$ cat src/rtl/zbuf_pkg.sv
// Constants and types shared between the pixel FIFOs and the contention tree.
package zbuf_pkg;

  localparam int unsigned PIXEL_WIDTH = 8;
  localparam int unsigned LENGTH      = 8;

  typedef logic [PIXEL_WIDTH-1:0] pixel_t;

  typedef enum logic [1:0] {
    IDLE,
    ACK,
    HOLD
  } fifo_state_t;

endpackage

$ cat src/rtl/pixel_fifo_if.sv
// Write/request/ack bundle between a rasterizer lane, its pixel FIFO and the contention tree.
interface pixel_fifo_if #(
  parameter int unsigned LENGTH      = zbuf_pkg::LENGTH,
  parameter int unsigned PIXEL_WIDTH = zbuf_pkg::PIXEL_WIDTH
);

  logic                   wr_en;
  logic [PIXEL_WIDTH-1:0] pix_in;
  logic                   full;
  logic                   overflow;
  logic                   req;
  logic                   ack;
  logic [PIXEL_WIDTH-1:0] pix_out;
  logic [LENGTH-1:0]      fill;

  modport master (
    output wr_en, pix_in, req,
    input  full, overflow, ack, pix_out, fill
  );

  modport slave (
    input  wr_en, pix_in, req,
    output full, overflow, ack, pix_out, fill
  );

endinterface

$ cat src/rtl/fifo_mem.sv
// Pixel storage array: one write port, one registered read port that holds between reads.
module fifo_mem #(
  parameter int unsigned DEPTH = 16,
  parameter int unsigned WIDTH = 8
) (
  input  logic                     clk,
  input  logic                     rst,
  input  logic                     wr_en,
  input  logic [$clog2(DEPTH)-1:0] wr_addr,
  input  logic [WIDTH-1:0]         wr_data,
  input  logic                     rd_en,
  input  logic [$clog2(DEPTH)-1:0] rd_addr,
  output logic [WIDTH-1:0]         rd_data
);

  logic [WIDTH-1:0] mem_q [DEPTH];

  always_ff @(posedge clk) begin
    if (wr_en) begin
      mem_q[wr_addr] <= wr_data;
    end
  end

  // Same-address write and read returns the old entry (pop and push when full).
  always_ff @(posedge clk) begin
    if (rst) begin
      rd_data <= '0;
    end else if (rd_en) begin
      rd_data <= mem_q[rd_addr];
    end
  end

endmodule

$ cat src/rtl/pixel_fifo.sv
// Per-lane pixel buffer: publishes occupancy on fill and answers each req assertion with
// exactly one ack pulse carrying one pixel.
module pixel_fifo #(
  parameter int unsigned DEPTH       = 16,
  parameter int unsigned LENGTH      = zbuf_pkg::LENGTH,
  parameter int unsigned PIXEL_WIDTH = zbuf_pkg::PIXEL_WIDTH
) (
  input logic         clk,
  input logic         rst,
  pixel_fifo_if.slave bus
);

  import zbuf_pkg::*;

  localparam int unsigned AW = $clog2(DEPTH);
  localparam logic [LENGTH-1:0] FullFill = LENGTH'(DEPTH);

  logic [AW-1:0]          wr_ptr_q, rd_ptr_q;
  logic [LENGTH-1:0]      fill_q, fill_d;
  logic                   full_q, overflow_q, ack_q;
  logic                   pop, wr_ok;
  logic [PIXEL_WIDTH-1:0] pix_q;
  fifo_state_t            state_q;

  // A pop in the same edge frees a slot, so a write while full is still accepted then.
  always_comb begin
    pop    = (state_q == IDLE) && bus.req && (fill_q != '0);
    wr_ok  = bus.wr_en && (!full_q || pop);
    fill_d = fill_q + LENGTH'(wr_ok) - LENGTH'(pop);
  end

  always_ff @(posedge clk) begin
    if (rst) begin
      wr_ptr_q   <= '0;
      rd_ptr_q   <= '0;
      fill_q     <= '0;
      full_q     <= 1'b0;
      overflow_q <= 1'b0;
    end else begin
      if (wr_ok) begin
        wr_ptr_q <= wr_ptr_q + AW'(1);
      end
      if (pop) begin
        rd_ptr_q <= rd_ptr_q + AW'(1);
      end
      fill_q <= fill_d;
      full_q <= (fill_d == FullFill);
      if (bus.wr_en && !wr_ok) begin
        overflow_q <= 1'b1;
      end
    end
  end

  always_ff @(posedge clk) begin
    if (rst) begin
      state_q <= IDLE;
      ack_q   <= 1'b0;
    end else begin
      unique case (state_q)
        IDLE: begin
          if (pop) begin
            state_q <= ACK;
            ack_q   <= 1'b1;
          end
        end
        ACK: begin
          state_q <= HOLD;
          ack_q   <= 1'b0;
        end
        HOLD: begin
          ack_q <= 1'b0;
          if (!bus.req) begin
            state_q <= IDLE;
          end
        end
        default: begin
          state_q <= IDLE;
          ack_q   <= 1'b0;
        end
      endcase
    end
  end

  fifo_mem #(
    .DEPTH(DEPTH),
    .WIDTH(PIXEL_WIDTH)
  ) u_mem (
    .clk    (clk),
    .rst    (rst),
    .wr_en  (wr_ok),
    .wr_addr(wr_ptr_q),
    .wr_data(bus.pix_in),
    .rd_en  (pop),
    .rd_addr(rd_ptr_q),
    .rd_data(pix_q)
  );

  assign bus.full     = full_q;
  assign bus.overflow = overflow_q;
  assign bus.ack      = ack_q;
  assign bus.pix_out  = pix_q;
  assign bus.fill     = fill_q;

endmodule

$ cat src/flat_wrapper.sv
// flat-port wrapper written by rule: the top's interface ports become plain ports
module pixel_fifo_flat import zbuf_pkg::*;
#(
  parameter int unsigned DEPTH       = 16,
  parameter int unsigned LENGTH      = zbuf_pkg::LENGTH,
  parameter int unsigned PIXEL_WIDTH = zbuf_pkg::PIXEL_WIDTH
)
  (clk, rst, bus_wr_en, bus_pix_in, bus_req, bus_full, bus_overflow, bus_ack, bus_pix_out, bus_fill);
  pixel_fifo_if #(.LENGTH(LENGTH), .PIXEL_WIDTH(PIXEL_WIDTH)) bus_i ();
  input logic clk;
  input logic rst;
  input wire logic [$bits(bus_i.wr_en)-1:0] bus_wr_en;
  input wire logic [$bits(bus_i.pix_in)-1:0] bus_pix_in;
  input wire logic [$bits(bus_i.req)-1:0] bus_req;
  output wire logic [$bits(bus_i.full)-1:0] bus_full;
  output wire logic [$bits(bus_i.overflow)-1:0] bus_overflow;
  output wire logic [$bits(bus_i.ack)-1:0] bus_ack;
  output wire logic [$bits(bus_i.pix_out)-1:0] bus_pix_out;
  output wire logic [$bits(bus_i.fill)-1:0] bus_fill;
  assign bus_i.wr_en = bus_wr_en;
  assign bus_i.pix_in = bus_pix_in;
  assign bus_i.req = bus_req;
  assign bus_full = bus_i.full;
  assign bus_overflow = bus_i.overflow;
  assign bus_ack = bus_i.ack;
  assign bus_pix_out = bus_i.pix_out;
  assign bus_fill = bus_i.fill;
  pixel_fifo #(.DEPTH(DEPTH), .LENGTH(LENGTH), .PIXEL_WIDTH(PIXEL_WIDTH)) u_core (.clk(clk), .rst(rst), .bus(bus_i));
endmodule
$ cat config.mk
export PLATFORM = sky130hd
export DESIGN_NAME = pixel_fifo_flat
export DESIGN_NICKNAME = d
export VERILOG_FILES = /design/src/rtl/zbuf_pkg.sv /design/src/rtl/pixel_fifo_if.sv /design/src/rtl/fifo_mem.sv /design/src/rtl/pixel_fifo.sv /design/src/flat_wrapper.sv
export SDC_FILE = /design/constraint.sdc
export NUM_CORES = 1
export LEC_CHECK = 0
export CELL_PAD_IN_SITES_DETAIL_PLACEMENT = 1
export CELL_PAD_IN_SITES_GLOBAL_PLACEMENT = 1
export CORE_MARGIN = 1
export CORE_UTILIZATION = 50
export CTS_BUF_LIST = sky130_fd_sc_hd__clkbuf_4 sky130_fd_sc_hd__clkbuf_8 sky130_fd_sc_hd__clkbuf_16
export DETAILED_ROUTE_END_ITERATION = 6
export PLACE_DENSITY = 0.78
export REMOVE_ABC_BUFFERS = 1
export SLEW_MARGIN = 10
export SYNTH_ARGS = -nofsm -noshare
export SYNTH_HDL_FRONTEND = slang
export SYNTH_SLANG_ARGS = --single-unit
$ cat constraint.sdc
create_clock -name clk -period 5 [get_ports clk]
set_clock_uncertainty 0.2 [all_clocks]
set_input_delay 0.75 -clock clk [delete_from_list [all_inputs] [get_ports clk]]
set_output_delay 0.75 -clock clk [all_outputs]
set_load 0.02 [all_outputs]
==> summary by stage, run 1 <==
Clock tree
The post-CTS setup buffer count is 0. After clock tree synthesis, the clock-pin slew on the worst setup and hold paths is approximately 0.060 ns. The clock passes through at most 2 buffers. For this design, the CTS-stage hold fixing added 0 buffers. The number of cells upsized or downsized after cts is 0. TritonCTS built the clock tree.

The number of H-tree branching levels is 4. For this design, the sink count on the clock tree is 157. The later-pin clock latency in the skew report is 0.42 ns. The number of clock buffers added by TritonCTS is 17. The master cell of the clock root buffer is clkbuf_16.

Power
The power per cell area is around 500 nW/um^2. The total power after layout is 3.738 mW. The standby leakage power is approximately 2.5 nW. The worst-case IR drop observed on VDD is about 0.00028 V.

Placed design
Once placement finished, the instance area stood at 6867 um^2. Buffers placed on the I/O ports in this run total 30. The placer's final routability congestion estimate is ~0.76. The post-placement cell count is approximately 560.

Prior to clock tree synthesis, the placed netlist has a worst setup slack of slightly above 0.9 ns. The placed wire-length estimate after detailed placement is around 8500 um.

Drt
Detailed routing inserted a total of around 3400 vias. The top layer reached by signal wires is met4. Once detail routing completed, the nets flagged for antenna violations numbered 0. The DRC violation count after routing is 0.

In this run, the number of DRC markers left after iteration 0 of detailed routing was approximately 230. The total wirelength of the detailed-routed design is around 13000 um. After detailed routing, the wire length on met1 is between 5000 and 6000 um.

In the routed layout, each cell is associated on average with a via count of between 5 and 6. After detailed routing, the met2 layer carries approximately 6700 um of wire. The first-pass iteration count of the detailed router is 5. The average wire per cell in the routed design is 22.39 um.

In the detailed route, the total length drawn on met3 is approximately 700 um.

Worst setup path
In this design, the stage delay of the slowest critical-path cell is 0.65 ns. STA puts the critical path data arrival time at between 3 and 4 ns. The startpoint class of the critical path is an input pin.

The setup slack of the most critical reg-to-reg path is around 1.4 ns. The capture instance of the worst register-to-register path is u_core.bus.full$_SDFF_PP0_. The family of cells with the greatest summed delay on the critical path is compound AO/OA/AOI/OAI gates. The worst setup path category is input pin to register. The master of the slowest instance on the critical path is o41ai_1. The most numerous cell on the critical path is ha_1.

The depth of the worst register-to-register path is 14. The critical path contains buffers and inverters numbering 4 combined. The signal on the critical path passes through clkdlybuf4s50_1 -> nand2b_1 -> a311o_1 -> buf_4 -> clkinv_1 -> ha_1 -> inv_1 -> ha_1 -> a211oi_1 -> o41ai_1 -> o21ai_0 -> a2bb2oi_1 -> and4b_1. At the worst endpoint, the required time is around 5.2 ns. The nature of the critical path endpoint is a register. In this run the worst path has a maximum fanout of 17. The startpoint of the most critical register-to-register path is u_core.bus.fill[4]$_SDFF_PP0_.

Logic synthesis
The share of Yosys cell area claimed by the top area cell type is between 60 and 70%. For this run, the register share of the synthesized area comes to between 60% and 70%. Ranked by instance count, the synthesized netlist is headed by edfxtp_1 (128), nor2_1 (33), mux4_2 (32). The count of warnings emitted by yosys is 0. Among all cell types in the netlist, the one instantiated most often is edfxtp_1.

In the synthesized netlist the dominant register cell turns out to be edfxtp_1. The async set-or-reset flop fraction in the synthesized netlist is 0%. The cell taking the most area after synthesis is edfxtp_1. Sorting the synthesized cells by area gives the leading types as edfxtp_1 (60%), mux4_2 (11%), dfxtp_1 (9.1%). The synthesized netlist contains 43 unique library cells.

The netlist area before placement is about 6400 um^2. The synthesis-stage register bit count is 157. The synthesized design contains between 100 and 150 enable-type register cells. The mean instance size in the synthesized netlist is 17.20 um^2. The synthesized netlist cell count is 370.

Timing
The peak clock frequency supported by timing is approximately 270 MHz. The number of max-slew violations in the final report is 0. For the final routed database, the setup TNS stands at 0 ns. Dividing the final minimum period by the clock period gives 73.39%. The total count of hold-check failures in the final report is 0. The normalized max-slew margin is 28.51%. For the pin with the worst max-slew slack, the measured transition is approximately 1.1 ns. The clock period minus worst slack is roughly 3.7 ns. The least setup slack across all paths after layout is about 1.3 ns. The final count of negative-setup-slack endpoints is 0. Setup repair after global routing left no endpoint under its margin.

Worst hold path
The number of cells traversed by the worst hold path is 2. The worst min-delay path startpoint is u_core.bus.ack$_SDFFE_PP0P_. The tightest min-delay check is of the register to register type. The path with the worst hold slack has its endpoint at u_core.bus.ack$_SDFFE_PP0P_.

Cells and area
From synthesis to final layout, the design area changed by 17.71%. The share of post-route cells with drive strength above 1 is a little under a fifth. The cell area after layout is approximately 7500 um^2.

For this run, the number of standard cells in the final layout without fillers is roughly 600. 0 antenna diodes ended up in the layout. After the last flow step, the layout net total stands at approximately 440.

GRT
Global routing used between 20% and 30% of the available tracks. The number of antenna violations at the first check in global routing is 0. The first global-routing pass estimated about 21000 um of wire. The pin count of the biggest net entering global routing is 32. The number of global-route vias before repair is 3653. The global-route congestion overflow total is 0.

Floorplanning
The number of ports placed on the die boundary is 31. The core box area is about 12000 um^2. The die extent in x is between 100 and 150 um. The site row count is 40. From bottom edge to top edge, the die measures between 100 and 150 um. The die covers roughly 13000 um^2.

For this configuration, the core starts out at a cell density of 52.12%.

Run status
The flow ran to the end, and the final reports show no timing, DRC or antenna violations.

Run
The number of violations of the max-capacitance limit is 0.
worst max path at each step:
stage | startpoint | endpoint | slack, ns | cells past startpoint
floorplan | bus_req | u_core.bus.full$_SDFF_PP0_ | 1.56 | 13
global placement | bus_req | u_core.bus.full$_SDFF_PP0_ | 1.06 | 15
detailed placement | bus_req | u_core.bus.full$_SDFF_PP0_ | 0.93 | 13
CTS | bus_req | u_core.bus.full$_SDFF_PP0_ | 1.33 | 13
global route | u_core.bus.fill[2]$_SDFF_PP0_ | u_core.bus.full$_SDFF_PP0_ | 1.11 | 16
finish | bus_req | u_core.bus.full$_SDFF_PP0_ | 1.33 | 13
layout by cell type, fill, tap and decap left out, drive strengths merged, types with 2 or more instances in the layout:
cell	netlist	layout
clkinvlp	0	5
ha	16	16
buf	10	11
nand3b	11	11
nor2b	2	2
xor2	6	6
nand4	2	2
edfxtp	128	128
o21ai	2	2
nand2b	4	4
bufinv	0	4
o221ai	8	8
xnor2	4	4
clkinv	1	5
nand2	10	10
mux4	32	32
dfxtp	29	29
mux2i	18	18
clkbuf	8	18
nor3	6	6
nor2	33	33
a21oi	7	7
clkdlybuf4s50	0	30
inv	16	17
where the power goes:
group | switching [mW] | internal [mW]
clock network | 0.506 | 0.840
registers | 0.0800 | 1.49
logic | 0.443 | 0.383
per-layer routing:
layer	global-route usage (%)	up-vias
met5	0	-
met4	9.264	0
met3	5.324	17
met2	36.77	83
met1	30.48	1747
li1	-	1520
kinds of logic after synthesis:
| logic type | Yosys count | share of synthesized area [%] |
|---|---|---|
| buf+inv | 35 | 2.457 |
| xor+xnor | 10 | 1.376 |
| simple gates | 74 | 5.799 |
| flops | 157 | 69.51 |
| mux | 50 | 14.15 |
| fa+ha+maj | 17 | 3.460 |
| compound gates | 27 | 3.244 |
worst min-delay path: cells and delay by family (launching register included):
| family | cells | cell delay (ns) |
|---|---|---|
| AOI/OAI and AO/OA | 1 | 0.05 |
| and+or+nand+nor | 1 | 0.05 |
| DFF | 1 | 0.31 |
state kept, by name, summed over array words and instances (netlist names):
| name | flops |
|---|---|
| u_core.bus.ack | 1 |
| u_core.bus.fill | 8 |
| u_core.bus.full | 1 |
| u_core.bus.overflow | 1 |
| u_core.rd_ptr_q | 4 |
| u_core.state_q | 2 |
| u_core.u_mem.mem_q | 128 |
| u_core.u_mem.rd_data | 8 |
| u_core.wr_ptr_q | 4 |
final cells by class:
class                      instances  area (um^2)
clock inverter                    14        192.7
clock buffer                      18        432.9
multi-input combinational        178         1784
timing repair buffer              41        382.9
tap                              168        210.2
sequential                       157         4425
inverter                          17        63.81
fill                            1104         4720
through the flow:
stage / hold WS (ns) / util (%)
after detailed placement: 0.2526 / 56.23
after global routing: 0.2766 / 61.35
final: 0.2553 / 61.35
after global placement: 0.2463 / 56.23
after floorplan: 0.2750 / -
after CTS: 0.2606 / 61.35
No activity file was read; power rests on OpenSTA's default activity.
==> run 2, diff against run 1 <==
Clock period 5 ns to 3.48 ns, I/O delays scaled along.
==> run 2 against run 1 <==
  * Non-clock buffer count grew 22
  * Critical path type is now register to register
  * Critical path depth grew 1
  * Via count grew 2.5%
  * Sequential power grew 42%
  * Largest power group unchanged
  * Die area is the same
  * Register-to-register slack lost 1.2 ns
  * Count of clock-buffer cells in the layout is the same
  * Cell count grew 3.7%
==> summary by stage, run 2 (same netlist as run 1, synthesis figures left out) <==
GRT
The global-route congestion overflow total is 0 (unchanged). The busiest metal layer after global routing is met2 (unchanged). The fraction of met1 tracks used by global routing is 29.11% (was 30.48%). The first-pass GRT wire length came to 21210 um (was 20960 um). The overall fraction of global-route tracks in use is 23.19% (was 22.88%). The number of global-route vias before repair is 3703 (was 3653). The number of antenna violations at the first check in global routing is 1 (was 0). The met3 usage is 4.639% (was 5.324%). The pin count of the biggest net entering global routing is 36 (was 32). The routing usage on met2 is 39.03% (was 36.77%).

Timing
The slew of the pin with the lowest slew margin is 0.9440 ns (was 1.068 ns). The final worst hold slack is 0.2527 ns (was 0.2553 ns). The final count of negative-setup-slack endpoints is 0 (unchanged). The final critical path takes up around 95% of the cycle.

The number of max-slew violations in the final report is 0 (unchanged). The normalized max-slew margin was 36.98% (was 28.51%). For this run, the top clock speed supported by timing is 303.8 MHz. The total count of hold-check failures in the final report is 0 (unchanged).

For the finished layout, the period the worst path requires is between 3 and 4 ns. Setup repair after global routing missed its margin: false (unchanged).

Power
The standby leakage power is 2.587 nW (was 2.467 nW). The total power after layout is 5.529 mW (was 3.738 mW). The power per cell area was 720.1 nW/um^2 (was 498.9 nW/um^2). The largest voltage drop on the vdd net is 0.0004847 V (was 0.0002846 V).

Floorplanning
The site row count is 40 (unchanged). The initial core utilization is 52.12% (unchanged). The die extent in x is 114.8 um (unchanged). The core box area was 12210 um^2 (unchanged).

The overall die height is 114.8 um (unchanged). The number of ports placed on the die boundary is 31 (unchanged). The die area is 13180 um^2 (unchanged).

Worst setup path
The required time reported for the critical path endpoint is 3.65 ns (was 5.16 ns). The critical path arrival is 3.46 ns (was 3.83 ns). The startpoint class of the critical path is a register (was input pin). The nature of the critical path endpoint is a register (unchanged). The worst setup path category was register to register (was input pin to register). The largest fanout of any net on the critical path is 3 (was 17).

Clock tree
The later-pin clock latency in the skew report is 0.42 ns (about the same). The number of cells upsized or downsized after cts is 0 (unchanged). The master cell of the clock root buffer is clkbuf_16 (unchanged). The post-CTS setup buffer count is 0 (unchanged). The clock transition at the register clock pins on the worst setup and hold paths after CTS is 0.06 ns (about the same). The clock tree from TritonCTS is built (unchanged). The maximum buffer depth of the clock tree is 2 (unchanged). The number of clock sinks seen by CTS is 157 (unchanged). The total CTS buffers is 17 (unchanged).

The number of H-tree branching levels came to 4 (unchanged). The post-cts hold buffer count is 0 (unchanged).

Cells and area
The share of post-route cells with drive strength above 1 was 22.60% (was 18.12%). The final-layout fill cell count was 1109 (was 1104). The number of antenna diodes was 0 (unchanged). The number of nets in the finished design is 463 (was 441). The synthesis-to-finish area growth was 20.64% (was 17.71%). The commonest non-fill, non-tap cell in the layout is edfxtp_1 (unchanged). The area taken by flip-flops and latches came to 4425 um^2 (unchanged). The register ranked first by flip-flop count is u_core.u_mem.mem_q (unchanged). Commonest cells after routing, fill and taps aside: edfxtp_1 (128), nor2_1 (33), mux4_2 (32), buf_4 (32), clkdlybuf4s50_1 (30) (was edfxtp_1 (128), nor2_1 (33), mux4_2 (32), clkdlybuf4s50_1 (30), dfxtp_1 (28)). The number of flip-flops under the largest register name was 128 (unchanged). The area of the multi-input gates was 1793 um^2 (was 1784 um^2).

Drt
The count of nets left with antenna violations after detail routing was 0 (unchanged). The DRC violation count after routing was 0 (unchanged). The first-pass iteration count of the detailed router is 4 (was 5). The DRC violation total after the first TritonRoute iteration is 164 (was 229).

The total via count after detailed routing is 3450 (was 3367). The number of vias per cell after detailed routing is 5.610 (was 5.678). The average wire per cell in the routed design was 22.22 um (was 22.39 um). The total wirelength of the detailed-routed design is 13670 um (was 13280 um).

Run status
Outcome: complete, no violations (unchanged).

Placed design
The placed wire-length estimate after detailed placement is 8817 um (was 8486 um). The placer's final routability congestion estimate is 0.7860 (was 0.7566). The number of I/O port buffers is 30 (unchanged).

Run
The number of violations of the max-capacitance limit was 0 (unchanged).

Worst hold path
The path class of the lowest-slack min-delay path was register to register (unchanged).
## run 2: cell types whose count changed in the layout (fill, tap and decap cells not counted)
cell and change:
nor4b_2 +1, nor4b_1 -1, o311ai_1 +1, buf_12 +1, nor2b_1 -1, buf_4 +21, nor2b_2 +1, o311ai_0 -1
## run 2: worst paths after layout
check | to | cells after the start | from | slack [ns]
worst max-delay path | u_core.bus.full$_SDFF_PP0_ | 14 | u_core.bus.fill[2]$_SDFF_PP0_ | 0.19
worst min-delay path | u_core.bus.ack$_SDFFE_PP0P_ | 2 | u_core.bus.ack$_SDFFE_PP0P_ | 0.25
worst max register to register | u_core.bus.full$_SDFF_PP0_ | 14 | u_core.bus.fill[2]$_SDFF_PP0_ | 0.19
worst min register to register | u_core.bus.ack$_SDFFE_PP0P_ | 2 | u_core.bus.ack$_SDFFE_PP0P_ | 0.25
## run 2: through the flow
stage / setup WS, ns / setup TNS [ns] / instance area [um^2] / std cells / util [%]
final: 0.1888 / 0 / 7679 / 615 / 62.88
after global routing: 0.02054 / 0 / 7679 / 615 / 62.88
after CTS: 0.08012 / 0 / 7670 / 615 / 62.81
after detailed placement: -0.09545 / -0.1088 / 7044 / 583 / 57.68
after global placement: -0.02374 / -0.02374 / 7044 / 583 / 57.68
after floorplan: 0.08592 / 0 / 6272 / 352 / -
## run 2: metal layers
layer	wire [um]	part of all wire (%)
met1	5658	41
met2	7112	52
met3	596	4.4
met4	300	2.2
met5	0	0
## run 2: layout make-up
type                    count  share of cell area [%]
clock buffers              18                   5.638
inverters                  17                  0.8310
flip-flops and latches    157                   57.63
well taps                 168                   2.738
multi-input cells         178                   23.35
clock inverters            14                   2.509
repair buffers             63                   7.300
## run 2: critical path, cell delays in order (launching register included)
cell	delay, ns
dfxtp_1	0.36
inv_1	0.07
ha_1	0.21
and2_0	0.15
a311o_1	0.34
clkinv_1	0.10
ha_1	0.23
inv_1	0.06
ha_1	0.15
inv_1	0.06
fa_1	0.43
xor2_1	0.26
nand3b_1	0.15
nor4b_2	0.25
and4b_1	0.21
## run 2: report_power, final
part	switching, mW	internal (mW)
clock network	0.729	1.21
logic	0.702	0.661
registers	0.0955	2.13
total	1.53	4.00
==> run 3, diff against run 2 <==
Settings changed: PLACE_DENSITY 0.78 to 0.83, SKIP_LAST_GASP set to 1.
==> run 3 against run 2 <==
  * First-iteration DRC count grew 39%
  * Largest power group unchanged
  * Critical path depth grew 1
  * Core utilization shrank 0.89 points
  * Register-to-register slack lost 0.03 ns
  * Combinational power shrank 5%
  * Via count shrank 0.93%
  * Non-clock buffer count shrank 8
  * Critical path type unchanged
  * Hold slack lost 0.00058 ns
  * Cell count shrank 1.3%
  * Sequential share of layout area grew 0.83 points
==> summary by stage, run 3 (same netlist as run 1, synthesis figures left out) <==
Cells and area
The area of the multi-input gates is 1784 um^2 (was 1793 um^2). The number of nets in the finished design is 455 (was 463). The register ranked first by flip-flop count is u_core.u_mem.mem_q (unchanged).

Commonest cells after routing, fill and taps aside: edfxtp_1 (128), nor2_1 (33), mux4_2 (32), clkdlybuf4s50_1 (30), dfxtp_1 (28) (was edfxtp_1 (128), nor2_1 (33), mux4_2 (32), buf_4 (32), clkdlybuf4s50_1 (30)). The share of post-route cells with drive strength above 1 is 20.96% (was 22.60%). The number of antenna diodes was 0 (unchanged). The cell area after layout came to 7570 um^2 (was 7679 um^2). The commonest non-fill, non-tap cell in the layout is edfxtp_1 (unchanged). The synthesis-to-finish area growth is 18.93% (was 20.64%).

The area taken by flip-flops and latches is 4425 um^2 (unchanged). The number of flip-flops under the largest register name is 128 (unchanged). The final-layout fill cell count is 1119 (was 1109). The share of the core filled with cells in the final layout was 61.99% (was 62.88%).

The filler-free cell count of the finished design is 607 (was 615).

Timing
The final total negative setup slack is 0 ns (unchanged). The normalized max-slew margin is 58.22% (was 36.98%). The least setup slack across all paths after layout came to 0.1607 ns (was 0.1888 ns).

The part of the cycle the worst path needs is 95.38% (was 94.58%). The peak clock frequency supported by timing is 301.3 MHz (was 303.8 MHz). The final count of negative-setup-slack endpoints is 0 (unchanged). The final worst hold slack is 0.2521 ns (was 0.2527 ns).

The clock period minus worst slack came to 3.319 ns (was 3.291 ns). Setup repair after global routing missed its margin: false (unchanged). The total count of hold-check failures in the final report is 0 (unchanged). The slew of the pin with the lowest slew margin is 0.6248 ns (was 0.9440 ns). The number of max-slew violations in the final report is 0 (unchanged).

Worst setup path
The longest individual stage delay on the worst path is 0.42 ns (was 0.43 ns). The number of buffer and inverter instances along the worst setup path is 4 (unchanged). The startpoint of the most critical register-to-register path is u_core.bus.fill[4]$_SDFF_PP0_ (was u_core.bus.fill[2]$_SDFF_PP0_). The family of cells with the greatest summed delay on the critical path is adder cells (unchanged). The setup slack of the most critical reg-to-reg path is 0.16 ns (was 0.19 ns). The worst setup path category is register to register (unchanged). The largest fanout of any net on the critical path came to 3 (unchanged).

The depth of the worst register-to-register path was 15 (was 14). The critical path depth was 15 (was 14). The nature of the critical path endpoint is a register (unchanged). The capture instance of the worst register-to-register path was u_core.bus.full$_SDFF_PP0_ (unchanged).

The critical path arrival is 3.48 ns (was 3.46 ns). The required time reported for the critical path endpoint is 3.65 ns (about the same). The master of the slowest instance on the critical path was fa_1 (unchanged). Cells traversed along the worst timing path: inv_1 -> ha_1 -> and2_0 -> a311o_1 -> clkinv_1 -> ha_1 -> inv_1 -> ha_1 -> inv_1 -> fa_1 -> nor2b_1 -> o311ai_0 -> mux2i_1 -> nand2_1 -> and4b_1 (was inv_1 -> ha_1 -> and2_0 -> a311o_1 -> clkinv_1 -> ha_1 -> inv_1 -> ha_1 -> inv_1 -> fa_1 -> xor2_1 -> nand3b_1 -> nor4b_2 -> and4b_1).

The startpoint class of the critical path is a register (unchanged).

Placed design
The placement-stage worst setup slack is -0.05305 ns (was -0.09545 ns). The placed wire-length estimate after detailed placement came to 8979 um (was 8817 um). The placer's final routability congestion estimate is 0.8421 (was 0.7860).

The post-placement cell count is 575 (was 583). The post-place instance area was 6984 um^2 (was 7044 um^2). The number of I/O port buffers is 30 (unchanged).

Clock tree
The post-cts hold buffer count is 0 (unchanged). The clock tree from TritonCTS is built (unchanged). The number of clock sinks seen by CTS is 157 (unchanged). The master cell of the clock root buffer is clkbuf_16 (unchanged). The total CTS buffers is 17 (unchanged).

The number of cells upsized or downsized after cts is 0 (unchanged). The later-pin clock latency in the skew report is 0.42 ns (about the same). The clock transition at the register clock pins on the worst setup and hold paths after CTS is 0.06 ns (about the same). The number of H-tree branching levels is 4 (unchanged). The post-CTS setup buffer count is 0 (unchanged). The maximum buffer depth of the clock tree was 2 (unchanged).

Drt
The total wirelength of the detailed-routed design is 14020 um (was 13670 um). The count of nets left with antenna violations after detail routing came to 0 (unchanged). The number of vias per cell after detailed routing was 5.631 (was 5.610). The first-pass iteration count of the detailed router is 4 (unchanged). The total via count after detailed routing is 3418 (was 3450). The average wire per cell in the routed design is 23.10 um (was 22.22 um). The DRC violation total after the first TritonRoute iteration is 228 (was 164). The DRC violation count after routing is 0 (unchanged).

Floorplanning
The core box area is 12210 um^2 (unchanged). The die area was 13180 um^2 (unchanged). The overall die height is 114.8 um (unchanged).

The number of ports placed on the die boundary was 31 (unchanged). The die extent in x is 114.8 um (unchanged). The site row count was 40 (unchanged). The initial core utilization is 52.12% (unchanged).

Worst hold path
The number of cells traversed by the worst hold path came to 2 (unchanged). The worst min-delay path startpoint is u_core.bus.ack$_SDFFE_PP0P_ (unchanged). The endpoint of the worst hold path is u_core.bus.ack$_SDFFE_PP0P_ (unchanged). The path class of the lowest-slack min-delay path is register to register (unchanged).

Run
The number of violations of the max-capacitance limit was 0 (unchanged).

GRT
The pin count of the biggest net entering global routing is 35 (was 36). The first-pass GRT wire length came to 21610 um (was 21210 um). The number of antenna violations at the first check in global routing is 0 (was 1). The number of global-route vias before repair was 3746 (was 3703). The overall fraction of global-route tracks in use came to 23.74% (was 23.19%). The global-route congestion overflow total is 0 (unchanged).

Power
The total power after layout is 5.288 mW (was 5.529 mW). The power per cell area is 698.5 nW/um^2 (was 720.1 nW/um^2). The standby leakage power is 2.550 nW (was 2.587 nW). The largest voltage drop on the vdd net is 0.0002995 V (was 0.0004847 V).

Run status
Outcome: complete, no violations (unchanged).
## run 3: cell count changes in the layout (fill, tap and decap cells not counted), moves of 2 or more
| cell | change |
|---|---|
| buf_4 | -8 |
| clkbuf_4 | +5 |
| bufinv_16 | -4 |
| clkinvlp_4 | -4 |
| clkbuf_8 | +3 |
| clkbuf_16 | +2 |
| clkinv_4 | -2 |
## run 3: worst min-delay path, delay by kind of cell (launching register included)
family           cells  cell delay, ns
AO/OA/AOI/OAI        1            0.05
flip-flops           1            0.31
AND/OR/NAND/NOR      1            0.05
## run 3: cell type report
class / count / share of cell area (%)
clock buffer: 28 / 7.421
multi-input combinational: 178 / 23.57
inverter: 17 / 0.8430
tap: 168 / 2.777
clock inverter: 4 / 0.3140
sequential: 157 / 58.46
timing repair buffer: 55 / 6.612
## run 3: metal layers
metal / part of all wire (%) / GRT usage [%] / routed length, um
met1: 39 / 28.80 / 5536
met2: 53 / 40.61 / 7415
met3: 5.8 / 6.168 / 818
met4: 1.8 / 9.957 / 252
met5: 0 / 0 / 0
## run 3: report_power, final
group / leakage, nW / switching [mW] / internal, mW
clock network: 0.296 / 0.679 / 1.10
logic: 0.859 / 0.706 / 0.587
registers: 1.40 / 0.0813 / 2.14
## run 3: worst max-delay path by stage
stage                                              from                         end  slack (ns)
after global routing      u_core.bus.fill[5]$_SDFF_PP0_  u_core.bus.full$_SDFF_PP0_        0.01
final                     u_core.bus.fill[4]$_SDFF_PP0_  u_core.bus.full$_SDFF_PP0_        0.16
after floorplan           u_core.bus.fill[4]$_SDFF_PP0_  u_core.bus.full$_SDFF_PP0_        0.09
after CTS                 u_core.bus.fill[5]$_SDFF_PP0_  u_core.bus.full$_SDFF_PP0_        0.15
after detailed placement                        bus_req  u_core.bus.full$_SDFF_PP0_       -0.05
after global placement                          bus_req  u_core.bus.full$_SDFF_PP0_        0.07
